<file path="src/rtl/axi_wr_arb_pkg.sv">
// Shared constants, FSM state type and index helper for the AXI write-path arbiter.
package axi_wr_arb_pkg;

    localparam int unsigned MAX_MST = 16;
    localparam int unsigned IDX_W   = 4;

    typedef enum logic [1:0] {
        IDLE = 2'd0,
        ADDR = 2'd1,
        DATA = 2'd2
    } arb_state_e;

    // Reduce a sum of two in-range indices modulo n (sum < 2*n, so one subtraction suffices).
    function automatic logic [IDX_W-1:0] wrap_idx(input logic [IDX_W:0] sum, input int unsigned n);
        logic [IDX_W:0] lim;
        lim = (IDX_W+1)'(n);
        if (sum >= lim) begin
            return IDX_W'(sum - lim);
        end
        return IDX_W'(sum);
    endfunction

endpackage

</file>
<file path="src/rtl/axi_rr_arbiter.sv">
// Combinational round-robin pick: first requester at or after rr_ptr, wrapping at MST_NUM.
module axi_rr_arbiter
    import axi_wr_arb_pkg::*;
#(
    parameter int unsigned MST_NUM = 4
) (
    input  logic [MST_NUM-1:0] req,
    input  logic [IDX_W-1:0]   rr_ptr,
    output logic [IDX_W-1:0]   grant_idx,
    output logic               grant_vld
);

    logic [MAX_MST-1:0] req_pad;
    logic [IDX_W-1:0]   cand;

    assign req_pad = MAX_MST'(req);

    // Scan lanes starting at the pointer; the first hit wins.
    always_comb begin
        grant_idx = '0;
        grant_vld = 1'b0;
        cand      = '0;
        for (int unsigned k = 0; k < MST_NUM; k++) begin
            cand = wrap_idx({1'b0, rr_ptr} + (IDX_W+1)'(k), MST_NUM);
            if (!grant_vld && req_pad[cand]) begin
                grant_vld = 1'b1;
                grant_idx = cand;
            end
        end
    end

endmodule

</file>
<file path="src/rtl/axi_wr_arbiter.sv">
// Write-path arbiter: N AXI masters onto one slave port, round-robin on AW,
// W locked to the granted master until WLAST, B routed back by the ID index tag.
module axi_wr_arbiter
    import axi_wr_arb_pkg::*;
#(
    parameter int unsigned MST_NUM = 4,
    parameter int unsigned ID_W    = 4,
    parameter int unsigned ADDR_W  = 32,
    parameter int unsigned DATA_W  = 32
) (
    input  logic                           aclk,
    input  logic                           aresetn,
    // master-side AW
    input  logic [MST_NUM-1:0]             s_awvalid,
    output logic [MST_NUM-1:0]             s_awready,
    input  logic [MST_NUM*ID_W-1:0]        s_awid,
    input  logic [MST_NUM*ADDR_W-1:0]      s_awaddr,
    input  logic [MST_NUM*8-1:0]           s_awlen,
    // master-side W
    input  logic [MST_NUM-1:0]             s_wvalid,
    output logic [MST_NUM-1:0]             s_wready,
    input  logic [MST_NUM*DATA_W-1:0]      s_wdata,
    input  logic [MST_NUM*(DATA_W/8)-1:0]  s_wstrb,
    input  logic [MST_NUM-1:0]             s_wlast,
    // master-side B
    output logic [MST_NUM-1:0]             s_bvalid,
    input  logic [MST_NUM-1:0]             s_bready,
    output logic [ID_W-1:0]                s_bid,
    output logic [1:0]                     s_bresp,
    // slave-side AW
    output logic                           m_awvalid,
    input  logic                           m_awready,
    output logic [ID_W+3:0]                m_awid,
    output logic [ADDR_W-1:0]              m_awaddr,
    output logic [7:0]                     m_awlen,
    // slave-side W
    output logic                           m_wvalid,
    input  logic                           m_wready,
    output logic [DATA_W-1:0]              m_wdata,
    output logic [DATA_W/8-1:0]            m_wstrb,
    output logic                           m_wlast,
    // slave-side B
    input  logic                           m_bvalid,
    output logic                           m_bready,
    input  logic [ID_W+3:0]                m_bid,
    input  logic [1:0]                     m_bresp,
    output logic                           bid_err
);

    localparam int unsigned STRB_W = DATA_W / 8;
    localparam int unsigned SID_W  = ID_W + IDX_W;

    arb_state_e       state_q, state_d;
    logic [IDX_W-1:0] grant_q, grant_d;
    logic [IDX_W-1:0] rr_ptr_q, rr_ptr_d;
    logic             bid_err_q, bid_err_d;

    logic [IDX_W-1:0] arb_idx;
    logic             arb_vld;

    // Lane payloads padded to the full index range so a 4-bit grant can index them directly.
    logic [ID_W-1:0]    aw_id_a   [MAX_MST];
    logic [ADDR_W-1:0]  aw_addr_a [MAX_MST];
    logic [7:0]         aw_len_a  [MAX_MST];
    logic [DATA_W-1:0]  w_data_a  [MAX_MST];
    logic [STRB_W-1:0]  w_strb_a  [MAX_MST];
    logic [MAX_MST-1:0] wvalid_pad, wlast_pad, bready_pad;
    logic [MAX_MST-1:0] awready_pad, wready_pad, bvalid_pad;
    logic [IDX_W-1:0]   b_idx;

    assign wvalid_pad = MAX_MST'(s_wvalid);
    assign wlast_pad  = MAX_MST'(s_wlast);
    assign bready_pad = MAX_MST'(s_bready);

    assign s_awready = MST_NUM'(awready_pad);
    assign s_wready  = MST_NUM'(wready_pad);
    assign s_bvalid  = MST_NUM'(bvalid_pad);
    assign bid_err   = bid_err_q;

    // Unpack per-lane payload slices; lanes beyond MST_NUM read as zero.
    for (genvar g = 0; g < MAX_MST; g++) begin : g_lane
        if (g < MST_NUM) begin : g_used
            assign aw_id_a[g]   = s_awid[g*ID_W +: ID_W];
            assign aw_addr_a[g] = s_awaddr[g*ADDR_W +: ADDR_W];
            assign aw_len_a[g]  = s_awlen[g*8 +: 8];
            assign w_data_a[g]  = s_wdata[g*DATA_W +: DATA_W];
            assign w_strb_a[g]  = s_wstrb[g*STRB_W +: STRB_W];
        end else begin : g_unused
            assign aw_id_a[g]   = '0;
            assign aw_addr_a[g] = '0;
            assign aw_len_a[g]  = '0;
            assign w_data_a[g]  = '0;
            assign w_strb_a[g]  = '0;
        end
    end

    axi_rr_arbiter #(
        .MST_NUM (MST_NUM)
    ) u_rr (
        .req       (s_awvalid),
        .rr_ptr    (rr_ptr_q),
        .grant_idx (arb_idx),
        .grant_vld (arb_vld)
    );

    // State, grant, pointer and error pulse registers.
    always_ff @(posedge aclk or negedge aresetn) begin
        if (!aresetn) begin
            state_q   <= IDLE;
            grant_q   <= '0;
            rr_ptr_q  <= '0;
            bid_err_q <= 1'b0;
        end else begin
            state_q   <= state_d;
            grant_q   <= grant_d;
            rr_ptr_q  <= rr_ptr_d;
            bid_err_q <= bid_err_d;
        end
    end

    // Next-state logic and AW/W forwarding from the granted lane.
    always_comb begin
        state_d     = state_q;
        grant_d     = grant_q;
        rr_ptr_d    = rr_ptr_q;
        m_awvalid   = 1'b0;
        m_awid      = '0;
        m_awaddr    = '0;
        m_awlen     = '0;
        awready_pad = '0;
        m_wvalid    = 1'b0;
        m_wdata     = '0;
        m_wstrb     = '0;
        m_wlast     = 1'b0;
        wready_pad  = '0;
        case (state_q)
            IDLE: begin
                if (arb_vld) begin
                    grant_d = arb_idx;
                    state_d = ADDR;
                end
            end
            ADDR: begin
                m_awvalid            = 1'b1;
                m_awid               = {grant_q, aw_id_a[grant_q]};
                m_awaddr             = aw_addr_a[grant_q];
                m_awlen              = aw_len_a[grant_q];
                awready_pad[grant_q] = m_awready;
                if (m_awready) begin
                    rr_ptr_d = wrap_idx({1'b0, grant_q} + (IDX_W+1)'(1), MST_NUM);
                    state_d  = DATA;
                end
            end
            DATA: begin
                m_wvalid            = wvalid_pad[grant_q];
                m_wdata             = w_data_a[grant_q];
                m_wstrb             = w_strb_a[grant_q];
                m_wlast             = wlast_pad[grant_q];
                wready_pad[grant_q] = m_wready;
                if (m_wvalid && m_wready && m_wlast) begin
                    state_d = IDLE;
                end
            end
            default: state_d = IDLE;
        endcase
    end

    // B response routing by the index tag in the upper ID bits; bad tags are sunk.
    always_comb begin
        b_idx      = m_bid[SID_W-1 -: IDX_W];
        bvalid_pad = '0;
        m_bready   = 1'b1;
        bid_err_d  = 1'b0;
        s_bid      = m_bid[ID_W-1:0];
        s_bresp    = m_bresp;
        if ({1'b0, b_idx} < (IDX_W+1)'(MST_NUM)) begin
            bvalid_pad[b_idx] = m_bvalid;
            m_bready          = bready_pad[b_idx];
        end else begin
            bid_err_d = m_bvalid;
        end
    end

endmodule
</file>
<file path="config.mk">
export PLATFORM = sky130hd
export DESIGN_NAME = axi_wr_arbiter
export DESIGN_NICKNAME = d
export VERILOG_FILES = /design/src/rtl/axi_wr_arb_pkg.sv /design/src/rtl/axi_rr_arbiter.sv /design/src/rtl/axi_wr_arbiter.sv
export SDC_FILE = /design/constraint.sdc
export NUM_CORES = 1
export LEC_CHECK = 0
export BUFFER_PORTS_ARGS = -buffer_cell sky130_fd_sc_hd__buf_4
export CORE_AREA = 3 3 174 176
export DETAILED_ROUTE_END_ITERATION = 12
export DIE_AREA = 0 0 177 179
export HOLD_SLACK_MARGIN = 0.08
export SLEW_MARGIN = 5
export SYNTH_ARGS = -nofsm -noshare
export SYNTH_HDL_FRONTEND = slang
export SYNTH_SLANG_ARGS = --single-unit
export TNS_END_PERCENT = 20
</file>
<file path="constraint.sdc">
create_clock -name aclk -period 4.73 [get_ports aclk]
set_input_delay 0.946 -clock aclk [delete_from_list [all_inputs] [get_ports aclk]]
set_output_delay 0.946 -clock aclk [all_outputs]
set_load 0.03 [all_outputs]
</file>
==> flow_metrics.tcl, run 1 <==
set metrics [dict create \
    synthDominantCellAreaShare 0.489 \
    drc_errors 0 \
    cts_max_level 1 \
    fillCellCount 3061 \
    synth_edf_count 0 \
    antenna_cells 0 \
    unrepaired_setup_endpoints_after_global_routing "no" \
    synth.distinct_cells 48 \
    cts_tree "built" \
    cts.path.max_buffers 2 \
    synthesis.instances 356 \
    route.vias.total 4932 \
    design.die.area_mm2 0.0317 \
    core_area_mm2 0.0288 \
    power.density_mw_per_mm2 505 \
    relSlewSlack 0.389 \
    placementRows 62 \
    worst_setup_path_start_kind "register" \
    worst-slew-pin-transition_ns 0.917 \
    ys_ff_latch 11 \
    initial_core_util 0.136 \
    final_common_cell "sky130_fd_sc_hd__buf_4" \
    max_cap_viol_count 0 \
    final-setup-viol-count 0 \
    post_synth_instance_area_mm2 0.00391 \
    pin_count_of_the_biggest_net_entering_global_routing 59 \
    area_growth_syn_to_layout_pct 96.4 \
    timing.critical_path.required_ns 3.78 \
    drtIter0Drc 206 \
    grt_antenna_before_repair 1 \
    power.ir.vdd_worst_mv 0.252 \
    drive_gt1_frac 0.726 \
    cts_hold_repair.buffers 0 \
    crit_arrival_ns 2.61 \
    wl_mm 24.5 \
    synth_ff_type "sky130_fd_sc_hd__dfrtp_1" \
    summed_area_of_non_filler_cells_in_the_final_layout_mm2 0.00768 \
    cts_setup_buffers 0 \
    synth.yosys.warnings 0 \
    ys_top_cells_by_area "sky130_fd_sc_hd__mux4_2 (49%), sky130_fd_sc_hd__and3_1 (8.3%), sky130_fd_sc_hd__dfrtp_1 (7.0%)" \
    ant_nets 0 \
    vias_per_cell 4.27 \
    timing_max_transition_violations_final 0 \
    final.min_clock_period_ns 3.56 \
    place.detailed.hpwl_mm 20.9 \
    clock_skew_ns 0.00334 \
    numPlacedInstances 1151 \
    synth_fp_nets 725 \
    grt_pass1_vias 5282 \
    holdWs_ns 0.522 \
    grt_usage 0.140 \
    cts_buffers 3 \
    final_nets 1141 \
    end_kind "output port" \
    worst_skew_pair.late_latency_ns 0.24 \
    run_status "finished, final reports clean" \
    count_of_placed_standard_cells_in_the_final_layout_fillers_left_out 1155 \
    grt_pass1_wl_mm 33.3 \
    hold_violations 0 \
    cts-root-buf "sky130_fd_sc_hd__clkbuf_16" \
    maximum_net_fanout_on_the_critical_path 44 \
    die_y_um 179 \
    async_flop_share 1.00 \
    mostFrequentLayoutCells "sky130_fd_sc_hd__buf_4 (453), sky130_fd_sc_hd__mux4_2 (85), sky130_fd_sc_hd__and3_1 (52)" \
    worst_hold_path_type "reg -> reg" \
    portBuffers 445 \
    overall_die_width_um 177 \
    synth-seq-area-share 0.0704 \
    clock_sinks 11 \
    global_route.overflow_total 0 \
    dpl-instance-area_mm2 0.00760 \
    gp_congestion 0.871 \
    drt_pass1_iterations 4 \
    clock_slew_at_reported_path_ffs_ns 0.04 \
    yosys.area.top_type "sky130_fd_sc_hd__mux4_2" \
    critPathKind "reg -> out" \
    synthesized_area_per_cell_um2 11.0 \
    max_clock_freq_mhz 281 \
    finalCritPeriodShare 0.753 \
    io_pins 458 \
    cts-resized-gates 0 \
    detail_route.wl_per_cell_um 21.2 \
    fin_setup_tns_ns 0 \
    leakagePower_uw 0.00377 \
]
kinds of logic after synthesis:
group,Yosys count,synth area share
compound gates,26,0.0505
xor+xnor,8,0.0198
fa+ha+maj,18,0.0576
buf+inv,54,0.0700
flops,11,0.0704
mux,90,0.507
simple gates,149,0.225
synth_stat cells, types with 4 or more instances:
cell type                  number
sky130_fd_sc_hd__mux4_2        85
sky130_fd_sc_hd__xnor2_1        4
sky130_fd_sc_hd__nand2_1       21
sky130_fd_sc_hd__nor2b_1       42
sky130_fd_sc_hd__buf_2          8
sky130_fd_sc_hd__and3_1        52
sky130_fd_sc_hd__ha_1          18
sky130_fd_sc_hd__nor2_1        11
sky130_fd_sc_hd__clkbuf_1      23
sky130_fd_sc_hd__dfrtp_1       11
sky130_fd_sc_hd__o21ai_0        8
sky130_fd_sc_hd__inv_1          9
sky130_fd_sc_hd__and2_1         5
sky130_fd_sc_hd__buf_4          9
flip-flops by register name, summed over array words and instances (netlist names):
register,flops
state_q,2
bid_err,1
grant_q,4
rr_ptr_q,4
path summary, 6_finish.rpt:
| path | start | endpoint | slack (ns) | cells past startpoint |
|---|---|---|---|---|
| setup / recovery | grant_q[0]$_DFFE_PN0P_ | m_wdata[15] | 1.17 | 4 |
| hold / removal | state_q[0]$_DFFE_PN0P_ | state_q[1]$_DFFE_PN0P_ | 0.52 | 1 |
| setup reg to reg | rr_ptr_q[1]$_DFFE_PN0P_ | grant_q[0]$_DFFE_PN0P_ | 1.90 | 13 |
| hold reg to reg | state_q[0]$_DFFE_PN0P_ | state_q[1]$_DFFE_PN0P_ | 0.52 | 1 |
| max in group asynchronous | aresetn | grant_q[1]$_DFFE_PN0P_ | 4.01 | 1 |
| min in group asynchronous | aresetn | rr_ptr_q[3]$_DFFE_PN0P_ | 0.54 | 1 |
cell type report:
class,instances,area (µm²),area share
clock buffer,4,78.8,0.0103
timing repair buffer,454,3420,0.445
sequential,11,283,0.0368
multi-input combinational,291,3380,0.440
inverter,11,41.3,0.00537
tap,384,480,0.0625
metrics by stage:
| stage | total power, µW | setup slack (ns) | utilization |
|---|---|---|---|
| 5_1_grt | 4160 | 0.994 | 0.267 |
| 2_1_floorplan | 2670 | 1.77 | - |
| 6_report | 3880 | 1.17 | 0.267 |
| 4_1_cts | 3940 | 1.13 | 0.267 |
| 3_3_place_gp | 3730 | 1.40 | 0.264 |
| 3_5_place_dp | 3760 | 1.39 | 0.264 |
worst max-delay path: stages, from the launching register on:
cell and delay, ns:
sky130_fd_sc_hd__dfrtp_4 0.94, sky130_fd_sc_hd__buf_12 0.34, sky130_fd_sc_hd__mux4_2 0.54, sky130_fd_sc_hd__nor2b_1 0.22, sky130_fd_sc_hd__buf_4 0.22
routing by layer:
layer / vias up / part of all wire / wire length, µm / track usage
li1: 2224 / - / - / -
met1: 2466 / 0.39 / 9530 / 0.176
met2: 207 / 0.53 / 13000 / 0.247
met3: 31 / 0.063 / 1540 / 0.0296
met4: 4 / 0.017 / 410 / 0.0301
met5: - / 0.0011 / 27 / 0
power breakdown:
part | switching (µW) | internal [µW]
clock | 41.3 | 113
combinational | 1640 | 1680
sequential | 276 | 131
(Power assumes the default switching activity.)
==> inputs of run 2 (changes only) <==
- CORE_AREA: 3 3 174 176 -> 3 3 180 182
- DIE_AREA: 0 0 177 179 -> 0 0 183 185
- clock period: 4.73 -> 2.9 ns (I/O delays scaled with it)
==> flow_metrics.tcl, run 2 (synthesis gave the netlist of run 1 again) <==
set metrics [dict create \
    grt_usage 0.123 \
    final_common_cell "sky130_fd_sc_hd__buf_4" \
    mostFrequentLayoutCells "sky130_fd_sc_hd__buf_4 (459), sky130_fd_sc_hd__mux4_2 (85), sky130_fd_sc_hd__and3_1 (52)" \
    grt_pass1_wl_mm 32.0 \
    drtIter0Drc 263 \
    fillCellCount 3300 \
    clock_skew_ns 0.00231 \
    cts-root-buf "sky130_fd_sc_hd__clkbuf_16" \
    cts_buffers 3 \
    cts_max_level 1 \
    drt_pass1_iterations 4 \
    pin_count_of_the_biggest_net_entering_global_routing 55 \
    detail_route.wl_per_cell_um 19.5 \
    design.die.area_mm2 0.0339 \
    initial_core_util 0.127 \
    switching_share 0.493 \
    final.min_clock_period_ns 2.72 \
    run_status "finished, final reports clean" \
    cts_setup_buffers 0 \
    cts_hold_repair.buffers 0 \
    area_growth_syn_to_layout_pct 99.9 \
    io_pins 458 \
    cts_tree "built" \
    crit_arrival_ns 2.14 \
    clock_power_share 0.040 \
    grt_antenna_before_repair 0 \
    final_nets 1151 \
    maximum_net_fanout_on_the_critical_path 21 \
    overall_die_width_um 183 \
    max_clock_freq_mhz 368 \
    max_cap_viol_count 0 \
    internal_power_uw 3290 \
    critPathKind "reg -> out" \
    ant_nets 0 \
    end_kind "output port" \
    wl_mm 23.0 \
    cts.path.max_buffers 2 \
    place.detailed.hpwl_mm 20.1 \
    power.switching_uw 3200 \
    dpl-instance-area_mm2 0.00774 \
    global_route.overflow_total 0 \
    summed_area_of_non_filler_cells_in_the_final_layout_mm2 0.00782 \
    timing_max_transition_violations_final 0 \
    timing.critical_path.required_ns 2.32 \
    leakagePower_uw 0.00383 \
    clock_slew_at_reported_path_ffs_ns 0.04 \
    core_area_mm2 0.0307 \
    worst-slew-pin-transition_ns 0.576 \
    finalCritPeriodShare 0.938 \
    final_power_uw 6490 \
    route.vias.total 4947 \
    placementRows 64 \
    hold_violations 0 \
    power.ir.vdd_worst_mv 0.354 \
    holdWs_ns 0.175 \
    clock_sinks 11 \
    worst_setup_path_start_kind "register" \
    antenna_cells 0 \
    unrepaired_setup_endpoints_after_global_routing "no" \
    comb_power_share 0.886 \
    grt_pass1_vias 5345 \
    cts-resized-gates 0 \
    relSlewSlack 0.616 \
    pwr-share-seq 0.074 \
    vias_per_cell 4.20 \
    final-setup-viol-count 0 \
    gp_congestion 0.826 \
    drive_gt1_frac 0.730 \
    biggestRegsByFlops "grant_q x4, rr_ptr_q x4, state_q x2" \
    power.density_mw_per_mm2 830 \
    die_y_um 185 \
    fin_setup_tns_ns 0 \
    reg2regPathDepth 13 \
    drc_errors 0 \
    worst_skew_pair.late_latency_ns 0.24 \
    worst_hold_path_type "in -> async" \
    portBuffers 445 \
]
-- run 2: cell types whose count changed in the layout (fill, tap and decap cells not counted), sizes merged --
cell and delta:
buf +10
-- run 2: path summary, 6_finish.rpt --
check                                        startpoint                      to  slack, ns
worst max-delay path             grant_q[0]$_DFFE_PN0P_             m_awaddr[5]       0.18
worst min-delay path                            aresetn       bid_err$_DFF_PN0_       0.17
worst max register to register  rr_ptr_q[1]$_DFFE_PN0P_  grant_q[0]$_DFFE_PN0P_       0.25
worst min register to register   state_q[0]$_DFFE_PN0P_  state_q[1]$_DFFE_PN0P_       0.54
max in group asynchronous                       aresetn  grant_q[1]$_DFFE_PN0P_       2.54
min in group aclk                state_q[0]$_DFFE_PN0P_  state_q[1]$_DFFE_PN0P_       0.54
-- run 2: metal layers --
layer	up-vias	wire [µm]	global-route usage
met3	8	2110	0.0367
met1	2467	8660	0.154
met2	232	12100	0.220
met4	0	79	0.00823
li1	2240	-	-
met5	-	0	0
-- run 2: per-stage QoR --
step | setup WS (ns) | cells | util
after CTS | 0.134 | 1177 | 0.254
after global placement | 0.347 | 1173 | 0.252
after global routing | 0.0484 | 1177 | 0.254
final | 0.180 | 1177 | 0.254
after floorplan | 0.426 | 356 | -
after detailed placement | 0.305 | 1173 | 0.252
-- run 2: worst max-delay path: stages, from the launching register on --
cell and delay [ns]:
sky130_fd_sc_hd__dfrtp_4 0.68, sky130_fd_sc_hd__buf_12 0.26, sky130_fd_sc_hd__mux4_2 0.52, sky130_fd_sc_hd__and3_1 0.23, sky130_fd_sc_hd__buf_4 0.18
-- run 2: final cells by class --
type,instances,area (µm²),area share
clock buffers,4,78.8,0.0101
inverters,11,41.3,0.00528
multi-input cells,291,3380,0.432
flip-flops and latches,11,283,0.0361
well taps,396,495,0.0633
repair buffers,464,3550,0.453
-- run 2: power by group through the flow --
stage                     clock (µW)  sequential [µW]  combinational, µW
after floorplan                    0              276               4070
after global placement             0              498               5740
after detailed placement           0              498               5770
after CTS                        261              495               5800
after global routing             276              515               6160
final                            257              481               5750
==> inputs of run 3 (changes only) <==
- CORE_AREA: 3 3 180 182 -> 3 3 179 181
- DIE_AREA: 0 0 183 185 -> 0 0 182 184
- PLACE_DENSITY: not set -> 0.37
- SYNTH_HIERARCHICAL: not set -> 1
==> flow_metrics.tcl, run 3 <==
set metrics [dict create \
    run_status "finished, final reports clean" \
    synth-seq-area-share 0.0688 \
    vias_per_cell 4.19 \
    crit_arrival_ns 2.14 \
    async_flop_share 1.00 \
    cts-root-buf "sky130_fd_sc_hd__clkbuf_16" \
    synth.distinct_cells 52 \
    timing.critical_path.required_ns 2.32 \
    leakagePower_uw 0.00400 \
    pin_count_of_the_biggest_net_entering_global_routing 40 \
    cts_hold_repair.buffers 0 \
    synth.yosys.warnings 6 \
    grt_usage 0.138 \
    relSlewSlack 0.618 \
    maximum_net_fanout_on_the_critical_path 22 \
    design.die.area_mm2 0.0335 \
    synth_edf_count 0 \
    final_power_uw 5390 \
    ys_top_cells_by_area "sky130_fd_sc_hd__mux4_2 (47%), sky130_fd_sc_hd__and3_1 (14%), sky130_fd_sc_hd__dfrtp_1 (6.9%)" \
    cts_max_level 1 \
    finalCoreUtilization 0.259 \
    grt_pass1_wl_mm 35.2 \
    die_y_um 184 \
    mostFrequentLayoutCells "sky130_fd_sc_hd__buf_4 (468), sky130_fd_sc_hd__and3_1 (89), sky130_fd_sc_hd__mux4_2 (84)" \
    clock_slew_at_reported_path_ffs_ns 0.04 \
    fin_setup_tns_ns 0 \
    max_clock_freq_mhz 368 \
    biggestRegsByFlops "grant_q x4, rr_ptr_q x4, state_q x2" \
    gp_congestion 0.781 \
    wl_mm 25.3 \
    placementRows 64 \
    clock_skew_ns 0.000731 \
    portBuffers 445 \
    cts-resized-gates 0 \
    route.vias.total 4953 \
    drive_gt1_frac 0.738 \
    critPathKind "reg -> out" \
    unrepaired_setup_endpoints_after_global_routing "no" \
    synthesis.instances 355 \
    cts.path.max_buffers 2 \
    end_kind "output port" \
    hold_violations 0 \
    area_growth_syn_to_layout_pct 97.7 \
    synth_ff_type "sky130_fd_sc_hd__dfrtp_1" \
    ys_ff_latch 11 \
    layout_setup_ws_ns 0.184 \
    rrSetupSlack_ns 0.25 \
    ant_nets 0 \
    cts_tree "built" \
    timing_max_transition_violations_final 0 \
    global_route.overflow_total 0 \
    drt_pass1_iterations 4 \
    finalCritPeriodShare 0.937 \
    yosys-top-cells-count "sky130_fd_sc_hd__and3_1 (89), sky130_fd_sc_hd__mux4_2 (84), sky130_fd_sc_hd__clkbuf_1 (18), sky130_fd_sc_hd__ha_1 (18), sky130_fd_sc_hd__inv_1 (13)" \
    antenna_cells 0 \
    worst-slew-pin-transition_ns 0.573 \
    drtIter0Drc 180 \
    post_synth_instance_area_mm2 0.00400 \
    synth.most_common_cell "sky130_fd_sc_hd__and3_1" \
    power.ir.vdd_worst_mv 0.313 \
    final-setup-viol-count 0 \
    max_cap_viol_count 0 \
    final_nets 1157 \
    grt_pass1_vias 5344 \
    worst_skew_pair.late_latency_ns 0.23 \
    summed_area_of_non_filler_cells_in_the_final_layout_mm2 0.00791 \
    power.density_mw_per_mm2 681 \
    worst_hold_path_type "in -> async" \
    overall_die_width_um 182 \
    io_pins 458 \
    grt_antenna_before_repair 1 \
    worst_setup_path_start_kind "register" \
    cts_buffers 3 \
    core_area_mm2 0.0306 \
    final.min_clock_period_ns 2.72 \
    place.detailed.hpwl_mm 21.8 \
    dpl-instance-area_mm2 0.00784 \
    detail_route.wl_per_cell_um 21.4 \
    synthDominantCellAreaShare 0.473 \
    initial_core_util 0.131 \
    synthesized_area_per_cell_um2 11.3 \
    post-place-ws_ns 0.263 \
    cts_setup_buffers 0 \
    drc_errors 0 \
    yosys.area.top_type "sky130_fd_sc_hd__mux4_2" \
    final_common_cell "sky130_fd_sc_hd__buf_4" \
    clock_sinks 11 \
]
[run 3: through the flow]
stage	hold slack (ns)	cells
after floorplan	0.284	356
after global placement	0.431	1179
after detailed placement	0.427	1179
after CTS	0.176	1183
after global routing	0.177	1183
final	0.171	1183
[run 3: cells by family after synthesis]
| kind of cell | share of synthesized area |
|---|---|
| AOI/OAI and AO/OA | 0.0572 |
| xor gates and xnor gates | 0.0191 |
| adders and majority gates | 0.0563 |
| buffers and inverters | 0.0941 |
| DFF | 0.0688 |
| muxes | 0.506 |
| other | 0.000937 |
| and+or+nand+nor | 0.198 |
[run 3: worst max-delay path: stages (launching register included)]
cell	delay [ns]
sky130_fd_sc_hd__dfrtp_4	0.66
sky130_fd_sc_hd__buf_4	0.32
sky130_fd_sc_hd__mux4_2	0.52
sky130_fd_sc_hd__and3_1	0.21
sky130_fd_sc_hd__buf_4	0.17
[run 3: worst paths after layout]
path	start	to	cells after the start
max	grant_q[0]$_DFFE_PN0P_	m_awaddr[9]	4
min	aresetn	bid_err$_DFF_PN0_	1
max reg2reg	rr_ptr_q[1]$_DFFE_PN0P_	grant_q[3]$_DFFE_PN0P_	12
min reg2reg	state_q[1]$_DFFE_PN0P_	state_q[0]$_DFFE_PN0P_	1
max in group asynchronous	aresetn	grant_q[1]$_DFFE_PN0P_	1
min in group aclk	state_q[1]$_DFFE_PN0P_	state_q[0]$_DFFE_PN0P_	1
[run 3: layer usage]
metal,GRT usage,up-vias,wire (µm)
met3,0.0259,14,1630
met2,0.255,252,13600
li1,-,2289,-
met1,0.170,2398,9800
met4,0.0201,0,280
met5,0,-,0
[run 3: cell type report]
type	count	area (µm²)
Clock buffer	4	78.8
Fill cell	3350	22700
Inverter	14	52.6
Multi-Input combinational cell	284	3370
Sequential cell	11	283
Tap cell	396	495
Timing Repair Buffer	474	3630
[run 3: report_power, final]
group	total (µW)	internal (µW)	leakage, µW	switching (µW)
logic	4680	2370	0.00383	2310
clock network	250	184	0.0000382	65.8
registers	464	231	0.000133	233
total	5390	2780	0.00400	2610
